### config.mk
export PLATFORM = sky130hd
export DESIGN_NAME = seg7_scan_ctrl
export DESIGN_NICKNAME = d
export VERILOG_FILES = /design/src/rtl/seg7_scan_ctrl.sv
export SDC_FILE = /design/constraint.sdc
export NUM_CORES = 1
export LEC_CHECK = 0
export ABC_AREA = 0
export CAP_MARGIN = 20
export CORE_AREA = 3 3 93 95
export CTS_CLUSTER_SIZE = 30
export DETAILED_ROUTE_END_ITERATION = 8
export DIE_AREA = 0 0 96 98
export GPL_ROUTABILITY_DRIVEN = 0
export GPL_TIMING_DRIVEN = 1
export HOLD_SLACK_MARGIN = 0.15
export PLACE_DENSITY = 0.69
export SLEW_MARGIN = 20
export SYNTH_ARGS = -nofsm -noshare
export SYNTH_HDL_FRONTEND = slang
export SYNTH_SLANG_ARGS = --single-unit
### constraint.sdc
create_clock -name CLK -period 2.52 [get_ports CLK]
set_input_delay 0.252 -clock CLK [delete_from_list [all_inputs] [get_ports CLK]]
set_output_delay 0.252 -clock CLK [all_outputs]
set_load 0.01 [all_outputs]
### src/rtl/seg7_scan_ctrl.sv
// seg7_scan_ctrl: time-multiplexed NDIG-digit common-anode 7-segment driver with shadow buffering, blanking and cursor blink
module seg7_scan_ctrl #(
  parameter int NDIG = 4,
  parameter int SCAN_DIV = 50000,
  parameter int BLANK = 500,
  parameter int BLINK_FR = 64,
  parameter int LZB = 1
) (
  input  logic              CLK,
  input  logic              nRST,
  input  logic [3:0]        STATE,
  input  logic [4*NDIG-1:0] QUE,
  input  logic [4*NDIG-1:0] DIN,
  input  logic [2:0]        CUR,
  input  logic              LOAD,
  output logic [6:0]        nHEX,
  output logic [NDIG-1:0]   nDIG
);
  localparam int PW = $clog2(SCAN_DIV);
  localparam int DW = NDIG > 1 ? $clog2(NDIG) : 1;
  localparam int FW = BLINK_FR > 1 ? $clog2(BLINK_FR) : 1;
  localparam logic [PW-1:0] PC_MAX = PW'(SCAN_DIV - 1);
  localparam logic [PW-1:0] BLANK_V = PW'(BLANK);
  localparam logic [DW-1:0] DI_MAX = DW'(NDIG - 1);
  localparam logic [FW-1:0] FC_MAX = FW'(BLINK_FR - 1);
  logic [PW-1:0] pc;
  logic [DW-1:0] di;
  logic [FW-1:0] fc;
  logic bp;
  logic [4*NDIG-1:0] que_sh, din_sh, que_e, din_e;
  logic [2:0] cur_sh, cur_e;
  logic pc_wrap, di_wrap, fc_wrap;
  logic [NDIG-1:0] lz;
  logic run, blink;
  logic [3:0] qn, dn;
  logic [6:0] code, hex_d;
  logic [NDIG-1:0] dig_d;

  function automatic logic [6:0] bcd(input logic [3:0] v);
    case (v)
      4'd0: return 7'b1000000;
      4'd1: return 7'b1111001;
      4'd2: return 7'b0100100;
      4'd3: return 7'b0110000;
      4'd4: return 7'b0011001;
      4'd5: return 7'b0010010;
      4'd6: return 7'b0000010;
      4'd7: return 7'b1011000;
      4'd8: return 7'b0000000;
      4'd9: return 7'b0010000;
      default: return 7'b1111111;
    endcase
  endfunction

  function automatic logic [6:0] fac(input logic [3:0] v);
    case (v)
      4'd0: return 7'b0111111;
      4'd1: return bcd(4'd2);
      4'd2: return bcd(4'd3);
      4'd3: return bcd(4'd5);
      4'd4: return bcd(4'd7);
      4'd5: return bcd(4'd1);
      default: return 7'b1111111;
    endcase
  endfunction

  assign pc_wrap = pc == PC_MAX;
  assign di_wrap = pc_wrap && di == DI_MAX;
  assign fc_wrap = di_wrap && fc == FC_MAX;

  always_ff @(posedge CLK or negedge nRST) begin
    if (!nRST) begin
      pc <= '0;
      di <= '0;
      fc <= '0;
      bp <= 1'b0;
    end else begin
      pc <= pc_wrap ? '0 : pc + 1'b1;
      if (pc_wrap) di <= di_wrap ? '0 : di + 1'b1;
      if (di_wrap) fc <= fc_wrap ? '0 : fc + 1'b1;
      if (fc_wrap) bp <= ~bp;
    end
  end

  always_ff @(posedge CLK or negedge nRST) begin
    if (!nRST) begin
      que_sh <= '0;
      din_sh <= '0;
      cur_sh <= '0;
    end else if (LOAD) begin
      que_sh <= QUE;
      din_sh <= DIN;
      cur_sh <= CUR;
    end
  end

  // a LOAD in this cycle already feeds the next registered output
  always_comb begin
    que_e = LOAD ? QUE : que_sh;
    din_e = LOAD ? DIN : din_sh;
    cur_e = LOAD ? CUR : cur_sh;
    qn = que_e[4*di +: 4];
    dn = din_e[4*di +: 4];
    lz = '0;
    run = 1'b1;
    for (int i = NDIG - 1; i >= 0; i--) begin
      run = run && que_e[4*i +: 4] == 4'd0;
      lz[i] = run && i != 0 && LZB != 0;
    end
    blink = bp && {1'b0, cur_e} < 4'(NDIG) && cur_e == 3'(di);
    code = STATE == 4'b0010 ? 7'b0101111 :
           STATE == 4'b0011 ? (lz[di] ? 7'h7F : bcd(qn)) :
           STATE == 4'b0100 ? (blink ? 7'h7F : fac(dn)) : 7'h7F;
    hex_d = pc < BLANK_V ? 7'h7F : code;
    dig_d = pc < BLANK_V ? '1 : ~(NDIG'(1) << di);
  end

  always_ff @(posedge CLK or negedge nRST) begin
    if (!nRST) begin
      nHEX <= 7'h7F;
      nDIG <= '1;
    end else begin
      nHEX <= hex_d;
      nDIG <= dig_d;
    end
  end
endmodule

-- Yosys cells after proc, flatten, opt, wreduce, memory -nomap -nowiden
Memory sizes are Yosys's and may differ from the RTL's.
Index checks and enable logic that the tools add are counted.
- flip-flop bits (word level): 71
- memories kept: 1
- memory bits (read-only): 112
- output and inout bits: 11
- shift operators: 3
- $add $sub $neg: 3
- bitwise gates (word level): 2
- reductions and logical operators: 10
- $lt $le $gt $ge: 3
- mux-type cells: 16
- equal/unequal tests: 12
- memories (memory ; words ; bits a word ; read ports ; clocked after memory_dff ; write ports ; line ; text):
    (no name shown) ; 16 ; 7 ; 1 ; 0 ; 0 ; 40 ; case (v)
- operators with widths (cell ; number):
    2-to-1 mux 16 bit ; 3
    2-to-1 mux 7 bit ; 6
    case mux 7 bit (6 select lines) ; 1
    indexed part select 16 x 5 -> 4 bit ; 2
    adder 16 x 1 -> 16 bit, second input constant ; 1
    equality test 16 bit, second input constant ; 1
    equality test 4 x 2 -> 1 bit, second input constant ; 4
    zero test 4 bit ; 4
    less-than comparator 16 x 9 -> 1 bit, second input constant ; 1
    equality test 4 x 3 -> 1 bit, second input constant ; 3
    adder 6 x 1 -> 6 bit, second input constant ; 1
    equality test 6 bit, second input constant ; 1
    logical AND 1 bit ; 6
    2-to-1 mux 6 bit ; 1
    equality test 4 x 1 -> 1 bit, second input constant ; 1
    2-to-1 mux 4 bit ; 1
    NOT 4 bit ; 1
    << shifter 1 x 2 -> 4 bit, first input constant ; 1
    equality test 3 x 2 -> 1 bit ; 1
    less-than comparator 2 x 3 -> 1 bit, second input constant ; 1
    less-than comparator 3 bit, second input constant ; 1
    2-to-1 mux 3 bit ; 1
    adder 2 x 1 -> 2 bit, second input constant ; 1
    binary-select mux 1 bit (select 2 bit) ; 1
    other kinds (4) ; 4

-- Depth between registers and ports, before layout
- word-level depth: 10
- mapped depth: 13
- depth with buffers taken out: 10

-- Least setup slack after synthesis
No wires, ideal clock.
- kind: register -> register
- start point: reg di[0]
- end point: reg nHEX[6]
- data required time: 2.420 ns
- arrival time: 2.120 ns
- setup slack: 0.301 ns
- setup time: 0.100 ns
- cell stages (with the launch flop): 13
- cell sequence: dfrtp_1 > buf_2 > buf_2 > mux4_2 > nand2_1 > and2_1 > inv_1 > ha_1 > and2_1 > o21a_1 > a21oi_1 > o21a_1 > o31ai_1
- word-level cells in the longest chain between the ends: 8
- ends and longest elaborated chain (item ; line ; text):
    start, declared ; 27 ; logic [DW-1:0] di;
    start signal, assigned ; 79 ; if (pc_wrap) di <= di_wrap ? '0 : di + 1'b1;
    indexed part select 16 x 5 -> 4 bit ; 103 ; dn = din_e[4*di +: 4];
    equality test 4 x 3 -> 1 bit (tied with other cells) ; 56 ; case (v)
    case mux 7 bit (6 select lines) ; 56 ;
    2-to-1 mux 7 bit (2 in series) ; 113 ; STATE == 4'b0100 ? (blink ? 7'h7F : fac(dn)) : 7'h7F;
    2-to-1 mux 7 bit * ; 112 ; STATE == 4'b0011 ? (lz[di] ? 7'h7F : bcd(qn)) :
    2-to-1 mux 7 bit * ; 111 ; code = STATE == 4'b0010 ? 7'b0101111 :
    2-to-1 mux 7 bit * ; 114 ; hex_d = pc < BLANK_V ? 7'h7F : code;
    net hex_d[6] ; 36 ; logic [6:0] code, hex_d;
    end signal, assigned ; 120 ; nHEX <= 7'h7F;
    end signal, assigned ; 123 ; nHEX <= hex_d;
    end, declared ; 16 ; output logic [6:0] nHEX,
The timed path passes the listed nets; every way through them passes the cells marked *. The select of a mux whose other input is x is not followed.
A chain may end at the register's enable or synchronous reset.

-- Worst setup path in the final report
Ends and elaborated chain as after synthesis.

==> metrics <==
number of buffers inserted by post-CTS setup repair 0; Placeable Area approximately 7800 um2; Final #Nets 433; crit path capture type register; number of hold buffers added after cts 1; largest cells by area after synthesis dfrtp_1 (41%), mux2_2 (12%), dfstp_2 (7.9%); clock-pin slew on the worst setup and hold paths 80 ps; Fin Setup TNS 0 ps; via count 2,588; Final Cycle Share 0.910; Clock Skews 8.27 ps; Max Buffers Root-to-Sink 2; number of buffers added by the clock tree synthesis step 9; die outline area between 9000 and 10,000 um2; Skew-Pair Late Insertion Delay 340 ps; Max stage delay on crit path 600 ps; wire length of the first global-routing pass around 13,000 um; endpoint arrival time on the critical path 2540 ps; Routed WL about 7500 um; Final ANT Viol Nets 0; ratio of cells with drive above 1 in the final layout 0.255; number of detailed-route iterations in the first pass 5; post-place setup slack between 60 and 70 ps; width of the die 96 um; pin count of the biggest net entering global routing 31; final-report hold violation count 0; Min-Delay Path Class input port to async pin; most used cell, CP o21a_1; worst vdd ir 0.305 mV; combined global-route utilization of all metal layers 0.175; Crit Path Category register to register; top cell type's share of synthesized area 0.409; post-synthesis cell type count 53; Die Ht 98 um; multi-input gate area in the final layout 1770 um2; synthesized cell area 3670 um2; cell count after synthesis around 310; clock sink count 71; detailed-route DRC error count 0; routed via count divided by cell count 5.31; WL per Instance 15.4 um; Tightest Pin Transition 645 ps; crit path max fanout 10; relative slew slack 0.567; Max-Cap Viols 0; count of state elements after synthesis ~70; final antenna diode count 0; number of synthesized flops with an enable pin 0; setup repair after global routing missed its margin false; leakage power total 1.90 nW; terminus of the critical flop-to-flop path nHEX[6]$_DFF_PN1_; P per Cell Area 556 nW/um2; CP max-delay cell dfrtp_1; TritonCTS clock tree done; sequential fraction of the synthesis area 0.488; Min Clock Period, post-route 2290 ps; Filler Cells Inserted 672; Post-synth top flop dfrtp_1; highest achievable clock rate 436 MHz; Setup-failing EPs final 0; CTS HTree Levels 3; count of yosys warnings during synthesis 0; Layout Area Growth over Synthesis 24.7%; Clock Root Buffer clkbuf_8; library cell with the largest summed area after synthesis dfrtp_1; number of standard-cell rows in the floorplan 32; sequence of cells on the critical path inv_2 -> mux2i_1 -> mux2_2 -> inv_1 -> ha_1 -> and2_1 -> o21a_1 -> a21oi_1 -> o21a_1 -> o31ai_1; Worst Setup Start Kind register; total congestion overflow after global routing 0; cell depth of the worst flop-to-flop path 10; placed wire-length estimate after detailed placement 5580 um; Mapped Nets roughly 370; final critical-path setup slack 226 ps; async set-reset flop share out of synthesis 1.00; number of DRC markers after the initial detailed-route iteration 81; result of the run completed; register cell area after layout 1790 um2; top-level I/O count 53; Starting Density 0.470; mean area per synthesized cell 11.7 um2; startpoint of the worst register-to-register path di[0]$_DFFE_PN0P_; number of I/O port buffers 52; post-cts repair resize count 0; WP data required about 2800 ps; Register-to-Register Setup Slack 230 ps; initial antenna violation count 0; via count of the first global-routing pass approximately 2,700; number of slew-limit violations in the final report 0
through the flow:
step / util / total power [mW] / instances / hold slack, ps / area, um2
2_1_floorplan: - / 1.42 / 313 / -43.6 / 3670
3_3_place_gp: 0.557 / 1.54 / 470 / 256 / 4350
3_5_place_dp: 0.557 / 1.55 / 470 / 271 / 4350
4_1_cts: 0.586 / 2.58 / 487 / 423 / 4580
5_1_grt: 0.586 / 2.67 / 487 / 449 / 4580
6_report: 0.586 / 2.55 / 487 / 420 / 4580
Yosys cell counts (all sizes together) (3+ instances only):
cell type	instances
a21oi	3
a22oi	4
and2	4
and3	3
buf	7
clkbuf	3
dfrtp	60
dfstp	11
ha	11
inv	8
mux2	38
mux2i	6
mux4	6
nand2	30
nand2b	3
nand3	12
nand4	4
nor2	22
nor3	3
nor4	6
o21ai	10
o22ai	5
or2	3
or3	3
xnor2	13
xor2	10
worst max path at each step:
stage	startpoint	end	slack [ps]	cells past startpoint
2_1_floorplan	di[0]$_DFFE_PN0P_	nHEX[6]$_DFF_PN1_	300	12
3_3_place_gp	LOAD	nHEX[4]$_DFF_PN1_	120	9
3_5_place_dp	LOAD	nHEX[5]$_DFF_PN1_	70	8
4_1_cts	di[0]$_DFFE_PN0P_	nHEX[6]$_DFF_PN1_	220	10
5_1_grt	di[0]$_DFFE_PN0P_	nHEX[6]$_DFF_PN1_	60	10
6_report	di[0]$_DFFE_PN0P_	nHEX[6]$_DFF_PN1_	230	10
placed cells by master (no fill, tap or decap), types with 6 or more instances in the layout:
| cell | synthesis | final |
|---|---|---|
| buf_4 | 0 | 12 |
| clkbuf_8 | 0 | 10 |
| clkdlybuf4s50_1 | 0 | 50 |
| dfrtp_1 | 60 | 60 |
| dfstp_2 | 11 | 11 |
| ha_1 | 11 | 11 |
| inv_1 | 7 | 7 |
| mux2_2 | 38 | 38 |
| mux2i_1 | 6 | 6 |
| mux4_2 | 6 | 6 |
| nand2_1 | 30 | 30 |
| nand3_1 | 12 | 12 |
| nor2_1 | 21 | 21 |
| o21ai_0 | 9 | 9 |
| xnor2_1 | 13 | 13 |
| xor2_1 | 10 | 10 |
metal layers:
layer / GRT usage / vias to the layer above / routed length (um)
li1: - / 1257 / -
met1: 0.240 / 1258 / 3440
met2: 0.269 / 61 / 3590
met3: 0.0362 / 12 / 318
met4: 0.0744 / 0 / 154
met5: 0 / - / 0
registers in the layout, summed over array words and instances, names as in the netlist:
register and cells:
di 2, que_sh 16, fc 6, din_sh 16, nHEX 7, bp 1
nDIG 4, pc 16, cur_sh 3
where the power goes:
group | switching [mW] | internal (mW)
registers | 0.0237 | 1.20
clock network | 0.429 | 0.585
logic | 0.138 | 0.175
total | 0.591 | 1.96
critical path: cells and delay by family, from the launching register on:
family	cells	cell delay (ps)
buffers and inverters	2	310
adders and majority gates	1	160
and+or+nand+nor	1	120
AOI/OAI and AO/OA	4	520
muxes	2	470
DFF	1	600
area by class of cell:
cell class,count,share of cell area
flip-flops and latches,71,0.391
multi-input cells,223,0.387
repair buffers,66,0.138
clock buffers,11,0.0309
well taps,102,0.0279
clock inverters,5,0.0178
inverters,9,0.00738
cells by family after synthesis:
group | Yosys count | share of synthesized area
and+or+nand+nor | 104 | 0.158
DFF | 71 | 0.488
AOI/OAI and AO/OA | 35 | 0.0623
xor gates and xnor gates | 23 | 0.0549
muxes | 50 | 0.170
adders and majority gates | 11 | 0.0375
buffers and inverters | 19 | 0.0296
Note: power is estimated with default switching activity, not from simulation.
